<file path="config.mk">
export PLATFORM = sky130hd
export DESIGN_NAME = ssd_scan_driver
export DESIGN_NICKNAME = d
export VERILOG_FILES = /design/src/rtl/ssd_pkg.sv /design/src/rtl/bin2bcd_seq.sv /design/src/rtl/ssd_scan_driver.sv
export SDC_FILE = /design/constraint.sdc
export NUM_CORES = 1
export LEC_CHECK = 0
export CAP_MARGIN = 10
export CORE_MARGIN = 2
export CORE_UTILIZATION = 30
export CTS_CLUSTER_SIZE = 12
export DETAILED_ROUTE_END_ITERATION = 16
export SETUP_SLACK_MARGIN = 0.02
export SYNTH_ARGS = -nofsm -noshare
export SYNTH_HDL_FRONTEND = slang
export SYNTH_SLANG_ARGS = --single-unit
</file>
<file path="constraint.sdc">
create_clock -name clk_i -period 3.6 [get_ports clk_i]
set_clock_uncertainty 0.2 [all_clocks]
set_input_delay 1.08 -clock clk_i [delete_from_list [all_inputs] [get_ports clk_i]]
set_output_delay 1.08 -clock clk_i [all_outputs]
set_load 0.01 [all_outputs]
</file>
<file path="src/rtl/ssd_pkg.sv">
// Shared segment constants, glyph lookup and FSM state type for the
// seven-segment scan driver.
package ssd_pkg;

  localparam logic [6:0] SEG_BLANK = 7'b1111111;
  localparam logic [6:0] SEG_DASH  = 7'b1111110;

  // Active-low {a,b,c,d,e,f,g} glyphs, entry 15 (F) first down to entry 0.
  localparam logic [15:0][6:0] SEG_GLYPHS = {
    7'b0111000, 7'b0110000, 7'b1000010, 7'b0110001,
    7'b1100000, 7'b0001000, 7'b0000100, 7'b0000000,
    7'b0001111, 7'b0100000, 7'b0100100, 7'b1001100,
    7'b0000110, 7'b0010010, 7'b1001111, 7'b0000001
  };

  typedef enum logic [1:0] {
    ST_IDLE,
    ST_HEX,
    ST_CONV,
    ST_COMMIT
  } state_e;

  function automatic logic [6:0] hex_to_seg(input logic [3:0] nibble);
    return SEG_GLYPHS[nibble];
  endfunction

endpackage

</file>
<file path="src/rtl/bin2bcd_seq.sv">
// Sequential double-dabble converter: DATA_W shift/add-3 steps after start,
// with overflow when the value needs more than NUM_DIGITS decimal digits.
module bin2bcd_seq #(
  parameter int DATA_W     = 16,
  parameter int NUM_DIGITS = 4
) (
  input  logic                    clk_i,
  input  logic                    rst_ni,
  input  logic                    start_i,
  input  logic [DATA_W-1:0]       value_i,
  output logic                    done_o,
  output logic [4*NUM_DIGITS-1:0] bcd_o,
  output logic                    ovf_o
);

  localparam int BCD_W = 4 * NUM_DIGITS + 4;
  localparam int CNT_W = $clog2(DATA_W + 1);

  logic [DATA_W-1:0] bin_q, bin_d;
  logic [BCD_W-1:0]  bcd_q, bcd_d;
  logic [CNT_W-1:0]  cnt_q, cnt_d;
  logic              sticky_q, sticky_d;
  logic [BCD_W-1:0]  adjusted;

  always_comb begin
    adjusted = bcd_q;
    for (int i = 0; i <= NUM_DIGITS; i++) begin
      if (adjusted[4*i +: 4] >= 4'd5) begin
        adjusted[4*i +: 4] = adjusted[4*i +: 4] + 4'd3;
      end
    end

    bin_d    = bin_q;
    bcd_d    = bcd_q;
    cnt_d    = cnt_q;
    sticky_d = sticky_q;
    if (start_i) begin
      bin_d    = value_i;
      bcd_d    = '0;
      cnt_d    = CNT_W'(DATA_W);
      sticky_d = 1'b0;
    end else if (cnt_q != '0) begin
      // A bit pushed out of the guard digit means the value is far too large.
      bcd_d    = {adjusted[BCD_W-2:0], bin_q[DATA_W-1]};
      bin_d    = bin_q << 1;
      cnt_d    = cnt_q - 1'b1;
      sticky_d = sticky_q | adjusted[BCD_W-1];
    end
  end

  always_ff @(posedge clk_i or negedge rst_ni) begin
    if (!rst_ni) begin
      bin_q    <= '0;
      bcd_q    <= '0;
      cnt_q    <= '0;
      sticky_q <= 1'b0;
    end else begin
      bin_q    <= bin_d;
      bcd_q    <= bcd_d;
      cnt_q    <= cnt_d;
      sticky_q <= sticky_d;
    end
  end

  // High during the cycle that performs the final shift.
  assign done_o = (cnt_q == CNT_W'(1));
  assign bcd_o  = bcd_q[4*NUM_DIGITS-1:0];
  assign ovf_o  = sticky_q | (|bcd_q[BCD_W-1 -: 4]);

endmodule

</file>
<file path="src/rtl/ssd_scan_driver.sv">
// Multi-digit seven-segment scan driver with hex/decimal display, leading-zero
// blanking, per-digit decimal points and overflow dashes.
module ssd_scan_driver
  import ssd_pkg::*;
#(
  parameter int NUM_DIGITS = 8,
  parameter int DATA_W     = 16,
  parameter int SCAN_DIV_W = 18
) (
  input  logic                  clk_i,
  input  logic                  rst_ni,
  input  logic [DATA_W-1:0]     value_i,
  input  logic                  load_i,
  input  logic                  mode_i,
  input  logic                  blank_lz_i,
  input  logic [NUM_DIGITS-1:0] dp_mask_i,
  input  logic                  enable_i,
  output logic [NUM_DIGITS-1:0] anode_o,
  output logic [7:0]            cathode_o,
  output logic                  busy_o,
  output logic                  overflow_o
);

  localparam int IDX_W = (NUM_DIGITS > 1) ? $clog2(NUM_DIGITS) : 1;
  localparam int EXT_W = (DATA_W > 4 * NUM_DIGITS) ? DATA_W : 4 * NUM_DIGITS;

  state_e state_q, state_d;
  logic [DATA_W-1:0]           value_q;
  logic                        pendBlank_q;
  logic [NUM_DIGITS-1:0][3:0]  digitBuf_q, digitBuf_d;
  logic                        blank_q, blank_d;
  logic                        overflow_q, overflow_d;
  logic                        busy_q;
  logic [SCAN_DIV_W-1:0]       scanCnt_q;
  logic [IDX_W-1:0]            index_q, index_d;
  logic [NUM_DIGITS-1:0]       anode_q, anode_d;
  logic [7:0]                  cathode_q, cathode_d;

  logic                        loadAccept;
  logic                        commitHex;
  logic                        commitBcd;
  logic                        bcdDone;
  logic                        bcdOvf;
  logic [4*NUM_DIGITS-1:0]     bcdDigits;
  logic [EXT_W-1:0]            valueExt;
  logic [NUM_DIGITS-1:0]       zeroFrom;
  logic                        zeroRun;
  logic [6:0]                  seg;

  assign loadAccept = load_i && (state_q == ST_IDLE) && !busy_q;
  assign valueExt   = EXT_W'(value_q);

  bin2bcd_seq #(
    .DATA_W     (DATA_W),
    .NUM_DIGITS (NUM_DIGITS)
  ) u_bin2bcd (
    .clk_i   (clk_i),
    .rst_ni  (rst_ni),
    .start_i (loadAccept && mode_i),
    .value_i (value_i),
    .done_o  (bcdDone),
    .bcd_o   (bcdDigits),
    .ovf_o   (bcdOvf)
  );

  always_comb begin
    state_d   = state_q;
    commitHex = 1'b0;
    commitBcd = 1'b0;
    case (state_q)
      ST_IDLE:   if (loadAccept) state_d = mode_i ? ST_CONV : ST_HEX;
      ST_HEX: begin
        commitHex = 1'b1;
        state_d   = ST_IDLE;
      end
      ST_CONV:   if (bcdDone) state_d = ST_COMMIT;
      ST_COMMIT: begin
        commitBcd = 1'b1;
        state_d   = ST_IDLE;
      end
      default:   state_d = ST_IDLE;
    endcase
  end

  // The displayed buffer only changes here, so a conversion never shows a partial result.
  always_comb begin
    digitBuf_d = digitBuf_q;
    blank_d    = blank_q;
    overflow_d = overflow_q;
    if (commitHex) begin
      for (int i = 0; i < NUM_DIGITS; i++) begin
        digitBuf_d[i] = valueExt[4*i +: 4];
      end
      overflow_d = |(valueExt >> (4 * NUM_DIGITS));
      blank_d    = pendBlank_q;
    end else if (commitBcd) begin
      digitBuf_d = bcdDigits;
      overflow_d = bcdOvf;
      blank_d    = pendBlank_q;
    end
  end

  always_comb begin
    index_d = index_q;
    if (&scanCnt_q) begin
      index_d = (index_q == IDX_W'(NUM_DIGITS - 1)) ? '0 : index_q + 1'b1;
    end

    zeroFrom = '0;
    zeroRun  = 1'b1;
    for (int i = NUM_DIGITS - 1; i >= 0; i--) begin
      zeroRun     = zeroRun & (digitBuf_q[i] == 4'd0);
      zeroFrom[i] = zeroRun;
    end

    if (overflow_q) begin
      seg = SEG_DASH;
    end else if (blank_q && (index_q != '0) && zeroFrom[index_q]) begin
      seg = SEG_BLANK;
    end else begin
      seg = hex_to_seg(digitBuf_q[index_q]);
    end

    cathode_d = {seg, ~dp_mask_i[index_q]};
    anode_d   = enable_i ? ~(NUM_DIGITS'(1) << index_q) : '1;
  end

  always_ff @(posedge clk_i or negedge rst_ni) begin
    if (!rst_ni) begin
      state_q     <= ST_IDLE;
      value_q     <= '0;
      pendBlank_q <= 1'b0;
      digitBuf_q  <= '0;
      blank_q     <= 1'b0;
      overflow_q  <= 1'b0;
      busy_q      <= 1'b0;
      scanCnt_q   <= '0;
      index_q     <= '0;
      anode_q     <= '1;
      cathode_q   <= 8'hFF;
    end else begin
      state_q     <= state_d;
      if (loadAccept) begin
        value_q     <= value_i;
        pendBlank_q <= blank_lz_i;
      end
      digitBuf_q  <= digitBuf_d;
      blank_q     <= blank_d;
      overflow_q  <= overflow_d;
      busy_q      <= (state_q == ST_CONV) || (state_q == ST_COMMIT);
      scanCnt_q   <= scanCnt_q + 1'b1;
      index_q     <= index_d;
      anode_q     <= anode_d;
      cathode_q   <= cathode_d;
    end
  end

  assign anode_o    = anode_q;
  assign cathode_o  = cathode_q;
  assign busy_o     = busy_q;
  assign overflow_o = overflow_q;

endmodule

</file>
==> results of run 1 <==
[registers in the layout (all words and copies together), names as in the netlist]
name                flops
busy_o                  1
digitBuf_q             32
u_bin2bcd.bcd_q        36
u_bin2bcd.bin_q        16
index_q                 3
cathode_o               8
scanCnt_q              18
pendBlank_q             1
u_bin2bcd.sticky_q      1
anode_o                 8
value_q                16
u_bin2bcd.cnt_q         5
blank_q                 1
state_q                 2
overflow_o              1
[layout make-up]
type,count,area (um2)
flip-flops and latches,149,3750
well taps,324,405
clock inverters,14,130
clock buffers,18,429
inverters,50,188
multi-input cells,506,3410
fillers,2393,15600
repair buffers,58,592
[where the power goes]
| group | internal (mW) | switching [mW] |
|---|---|---|
| sequential | 2.33 | 0.556 |
| clock | 0.914 | 0.779 |
| combinational | 1.24 | 1.33 |
[metal layers]
layer  track usage  part of all wire  wire (um)  vias up
li1              -                 -          -     2616
met1         0.170              0.49       7610     2571
met2         0.197              0.46       7110       84
met3        0.0281             0.039        598       17
met4        0.0374             0.012        192        0
met5             0                 0          0        -
[synth_stat cells, drive strengths merged, types with 2 or more instances]
cell / count / area share
a211o: 2 / 0.0023
nor3b: 4 / 0.0040
mux2: 20 / 0.030
nand2b: 10 / 0.0083
buf: 18 / 0.013
a211oi: 11 / 0.011
and2: 8 / 0.0070
nand3: 23 / 0.015
ha: 35 / 0.058
xnor2: 21 / 0.024
clkbuf: 17 / 0.0085
a31oi: 2 / 0.0017
dfrtp: 133 / 0.44
nor3: 10 / 0.0067
mux2i: 39 / 0.054
mux4: 10 / 0.030
a21o: 2 / 0.0020
or4b: 2 / 0.0027
nand2: 86 / 0.043
o21ai: 63 / 0.042
inv: 49 / 0.024
nor4: 8 / 0.0075
dfstp: 16 / 0.056
xor2: 11 / 0.013
o211ai: 3 / 0.0030
a21oi: 63 / 0.042
nand4: 5 / 0.0042
nor2: 59 / 0.030
[path summary, 6_finish.rpt]
kind / cells past startpoint / slack (ps) / end
max reg2reg: 8 / 870 / cathode_o[4]$_DFF_PN1_
min in group asynchronous: 1 / 450 / index_q[0]$_DFFE_PN0P_
min: 1 / 270 / scanCnt_q[10]$_DFF_PN0_
max in group asynchronous: 2 / 1960 / cathode_o[1]$_DFF_PN1_
max: 1 / 860 / cathode_o[1]
min reg2reg: 1 / 270 / scanCnt_q[10]$_DFF_PN0_
[worst register-to-register path, delay by kind of cell (launching register included)]
kind | cells | cell delay (ps)
AND/OR/NAND/NOR | 1 | 60
multiplexers | 2 | 990
adder cells (fa/ha/maj) | 1 | 240
buffers and inverters | 2 | 210
AO/OA/AOI/OAI | 2 | 340
flip-flops | 1 | 610
[through the flow]
step	instances	cell area (um2)	utilization
2_1_floorplan	740	7510	-
3_3_place_gp	1087	8350	0.341
3_5_place_dp	1087	8350	0.341
4_1_cts	1119	8910	0.364
5_1_grt	1119	8910	0.364
6_report	1119	8910	0.364
[layout by cell type, fill, tap and decap left out, types with 2 or more instances in the layout]
cell type and n:
inv_8 5, clkbuf_16 17, dfstp_2 16, a21oi_1 63, o21ai_1 16, nand2b_1 10, o21ai_0 47, buf_4 8
mux2i_1 37, inv_6 4, a211o_1 2, a21o_1 2, a31oi_1 2, mux2_2 19, nand2_1 85, xor2_1 11
mux4_2 10, inv_1 48, nand4_1 5, and2_1 6, o211ai_1 3, xnor2_1 21, clkinvlp_4 4, nor3b_1 4
nand3_1 23, buf_12 3, ha_1 35, a211oi_1 11, dfrtp_1 133, nor4_1 7, nor2_1 58, nor3_1 10
clkdlybuf4s50_1 46
[cells by family after synthesis]
kind of cell,Yosys count,synth area share
simple gates,220,0.134
xor+xnor,32,0.0373
fa+ha+maj,35,0.0583
mux,69,0.115
buf+inv,85,0.0468
flops,149,0.499
compound gates,150,0.110
==> flow_metrics.py, run 1 <==
metrics = {
    "status": {
        "status": "finished, final reports clean",
    },
    "place": {
        "port-buffer-count": 47,
        "place.gp.congestion": 0.801,
        "dp_slack_ps": 566,
        "dp_hpwl_um": 10300,
    },
    "hold_path": {
        "min_path_type": "flop to flop",
        "min_from": "scanCnt_q[10]$_DFF_PN0_",
    },
    "layout": {
        "areaGrowthSynthToFinish_pct": 18.6,
        "drive_above_1_share": 0.125,
        "diodes": 0,
        "nets": 847,
    },
    "clock_tree": {
        "numCtsBuffers": 17,
        "post_cts_buffers": 0,
        "clock_latency_ps": 420,
        "h-tree-depth": 4,
        "tritoncts": "done",
        "clock_sinks": 149,
        "clock-root-buffer": "clkbuf_16",
        "post_cts_resized": 0,
        "ctsHoldBuffers": 0,
        "clk_transition_reported_paths_ps": 70,
        "clock_path_buffers": 2,
    },
    "critical_path": {
        "critPathKind": "flop to output port",
        "critical_path_buf_inv_count": 1,
        "end_kind": "output port",
        "critPathTopFamily": "flip-flops",
        "arrival_ps": 1460,
        "cp-startpoint": "cathode_o[1]$_DFF_PN1_",
        "r2r_start": "index_q[0]$_DFFE_PN0P_",
        "cpMaxStageDelayCell": "dfstp_2",
        "critPathMaxFanout": 1,
        "crit_required_ps": 2320,
        "critPathLaunchType": "flop",
        "critical_path.cell_chain": "clkdlybuf4s50_1",
        "max_stage_delay_ps": 520,
    },
    "sta": {
        "max-slew-margin-rel": 0.549,
        "setup-violations-final": 0,
        "rsz0062_at_grt": "false",
        "max_freq_mhz": 364,
        "maxSlewViolCount": 0,
        "final_hold_viol_count": 0,
        "layout_min_cycle_time_ps": 2740,
        "worst_pin_slew_ps": 677,
        "whs_ps": 273,
        "final_min_period_over_clock_period": 0.762,
        "fin_ws_ps": 856,
        "fin_setup_tns_ps": 0,
    },
    "power": {
        "finalPower_mw": 7.14,
        "powerDensity_nw_per_um2": 802,
        "peakVddDrop_mv": 0.338,
        "p_leak_nw": 3.89,
    },
    "synthesis": {
        "synth.distinct_cells": 50,
        "ys_warn_count": 0,
        "syn_inst": 740,
        "syn_area_um2": 7510,
        "seq_area_frac_synth": 0.499,
        "synth-edff-count": 0,
        "async_reset_ff_frac": 1.00,
        "synthFlopType": "dfrtp_1",
        "syn-num-nets": 805,
        "synth-seq-cells": 149,
        "avgSynthCellArea_um2": 10.1,
    },
    "grt": {
        "antenna_found_initial": 0,
        "grt_overflow": 0,
        "gr-usage-all-layers": 0.124,
        "grt_max_degree": 61,
        "first_global_vias": 5169,
        "grt_pass1_wl_um": 26400,
    },
    "floorplanning": {
        "die_area_um2": 26300,
        "rows": 57,
        "core_area_um2": 24500,
        "die_y_um": 162,
        "num_io_pins": 48,
        "start_util": 0.307,
        "die_w_um": 162,
    },
    "detailed_routing": {
        "routed_wl_um": 15500,
        "vias_per_cell": 4.73,
        "post_drt_wl_per_cell_um": 13.9,
        "first_pass_iters": 4,
        "ant_nets": 0,
        "num_vias": 5288,
        "drt-initial-drc-count": 298,
        "drc": 0,
    },
    "flow_run": {
        "cap_violations": 0,
    },
}
No activity file was read; power rests on OpenSTA's default activity.
==> run 2, diff against run 1 <==
- clock period: 3.6 -> 2.6 ns (I/O delays scaled with it)
==> run 2 against run 1 <==
Register-to-register slack worse by 670 ps. Via count is 0.57% higher. Clock power is 49% higher. Sequential share of layout area is 0.85 points lower. Power is 42% higher. Cell count is 0.98% higher. Setup slack worse by 700 ps. Largest power group unchanged.
==> flow_metrics.py, run 2 (synthesis gave the netlist of run 1 again) <==
metrics = {
    "layout": {
        "areaGrowthSynthToFinish_pct": 21.1,
        "post-route-cell-area_um2": 9100,
        "fill_cells": 2390,
        "ff_latch_area_um2": 3750,
        "largest_register_ff_count": 36,
        "diodes": 0,
        "top_register": "u_bin2bcd.bcd_q",
        "drive_above_1_share": 0.140,
        "nets": 858,
        "final_cell_mix": "dfrtp_1, nand2_1, a21oi_1, nor2_1, inv_1",
        "top_regs": "u_bin2bcd.bcd_q (36), digitBuf_q (32), scanCnt_q (18)",
        "final_common_cell": "dfrtp_1",
        "multi_input_area_um2": 3410,
    },
    "power": {
        "p_leak_nw": 3.99,
        "peakVddDrop_mv": 0.513,
        "powerDensity_nw_per_um2": 1120,
        "finalPower_mw": 10.2,
    },
    "clock_tree": {
        "clock-root-buffer": "clkbuf_16",
        "h-tree-depth": 4,
        "tritoncts": "done",
        "ctsHoldBuffers": 0,
        "numCtsBuffers": 17,
        "clock_latency_ps": 430,
        "clk_transition_reported_paths_ps": 60,
        "clock_sinks": 149,
        "clock_path_buffers": 2,
    },
    "floorplanning": {
        "start_util": 0.307,
        "core_area_um2": 24500,
        "rows": 57,
        "die_y_um": 162,
        "die_w_um": 162,
        "num_io_pins": 48,
        "die_area_um2": 26300,
    },
    "detailed_routing": {
        "post_drt_wl_per_cell_um": 13.7,
        "drt-initial-drc-count": 321,
        "first_pass_iters": 4,
        "routed_wl_um": 15500,
        "drc": 0,
        "num_vias": 5318,
        "vias_per_cell": 4.71,
        "ant_nets": 0,
    },
    "sta": {
        "worst_pin_slew_ps": 644,
        "maxSlewViolCount": 0,
        "whs_ps": 68.0,
        "max-slew-margin-rel": 0.571,
        "final_hold_viol_count": 0,
        "fin_ws_ps": 152,
        "final_min_period_over_clock_period": 0.942,
        "max_freq_mhz": 408,
        "rsz0062_at_grt": "true",
        "setup-violations-final": 0,
        "layout_min_cycle_time_ps": 2450,
    },
    "critical_path": {
        "crit_required_ps": 1620,
        "reg2reg_depth": 9,
        "critical_path_buf_inv_count": 1,
        "cp.depth": 1,
        "critPathKind": "flop to output port",
        "cpMaxStageDelayCell": "dfstp_2",
        "r2r_start": "index_q[0]$_DFFE_PN0P_",
        "cp-startpoint": "anode_o[3]$_DFF_PN1_",
        "critPathLaunchType": "flop",
        "critPathMaxFanout": 1,
        "max_stage_delay_ps": 530,
        "critPathTopFamily": "flip-flops",
        "critical_path.cell_chain": "clkdlybuf4s50_1",
        "end_kind": "output port",
        "arrival_ps": 1470,
    },
    "place": {
        "placedInstanceArea_um2": 8490,
        "dp_hpwl_um": 10700,
        "dp_slack_ps": -83.3,
        "port-buffer-count": 47,
        "place.gp.congestion": 0.792,
    },
    "flow_run": {
        "cap_violations": 0,
    },
    "status": {
        "status": "finished, final reports clean",
    },
    "grt": {
        "gr-usage-all-layers": 0.127,
        "grt_max_degree": 54,
        "first_global_vias": 5223,
        "grt_overflow": 0,
        "grt_pass1_wl_um": 26800,
        "antenna_found_initial": 0,
    },
    "hold_path": {
        "min_path_type": "input pin to asynchronous set/reset pin",
    },
}
run 2: cell count changes in the layout (fill, tap and decap cells not counted), moves of 3 or more:
cell,delta
inv_8,-4
buf_4,+6
clkinvlp_4,-3
buf_12,+5
run 2: worst paths after layout:
check                                                   to  slack, ps
max reg2reg                         cathode_o[4]$_DFF_PN1_        200
min                        u_bin2bcd.bcd_q[12]$_DFFE_PN0P_         70
max                                             anode_o[3]        150
min in group clk_i                 scanCnt_q[17]$_DFF_PN0_        270
max in group asynchronous           cathode_o[6]$_DFF_PN1_       1470
min reg2reg                        scanCnt_q[17]$_DFF_PN0_        270
run 2: area by class of cell:
cell class / count / share of cell area
clock buffers: 18 / 0.0483
clock inverters: 14 / 0.0179
inverters: 50 / 0.0206
multi-input cells: 506 / 0.375
flip-flops and latches: 149 / 0.412
well taps: 324 / 0.0446
repair buffers: 69 / 0.0810
run 2: metal layers:
| metal | GRT usage | up-vias | share of wire | wire, um |
|---|---|---|---|---|
| met4 | 0.0382 | 0 | 0.013 | 208 |
| met1 | 0.174 | 2577 | 0.50 | 7700 |
| li1 | - | 2646 | - | - |
| met2 | 0.198 | 76 | 0.46 | 7060 |
| met3 | 0.0309 | 19 | 0.034 | 527 |
| met5 | 0 | - | 0 | 0 |
run 2: where the power goes:
group / switching, mW / internal [mW] / total [mW] / leakage, nW
registers: 0.758 / 3.22 / 3.98 / 1.83
logic: 1.89 / 1.80 / 3.68 / 1.86
clock network: 1.05 / 1.47 / 2.51 / 0.295
total: 3.69 / 6.48 / 10.2 / 3.99
run 2: timing repair:
| item | CTS | global route |
|---|---|---|
| gates resized for setup | 0 | 2 |
| buffers inserted | 0 | 0 |
| setup endpoints to repair | 0 | 6 |
run 2: metrics by stage:
| stage | cells | utilization | TNS (ps) |
|---|---|---|---|
| 3_3_place_gp | 1098 | 0.347 | -1710 |
| 2_1_floorplan | 740 | - | 0 |
| 6_report | 1130 | 0.372 | 0 |
| 3_5_place_dp | 1098 | 0.347 | -3020 |
| 5_1_grt | 1130 | 0.372 | 0 |
| 4_1_cts | 1130 | 0.372 | 0 |
==> run 3, diff against run 2 <==
- GPL_TIMING_DRIVEN: unset -> 1
==> results of run 3 <==
Same layout as run 2: the final DEF is identical, and so are final timing and power.
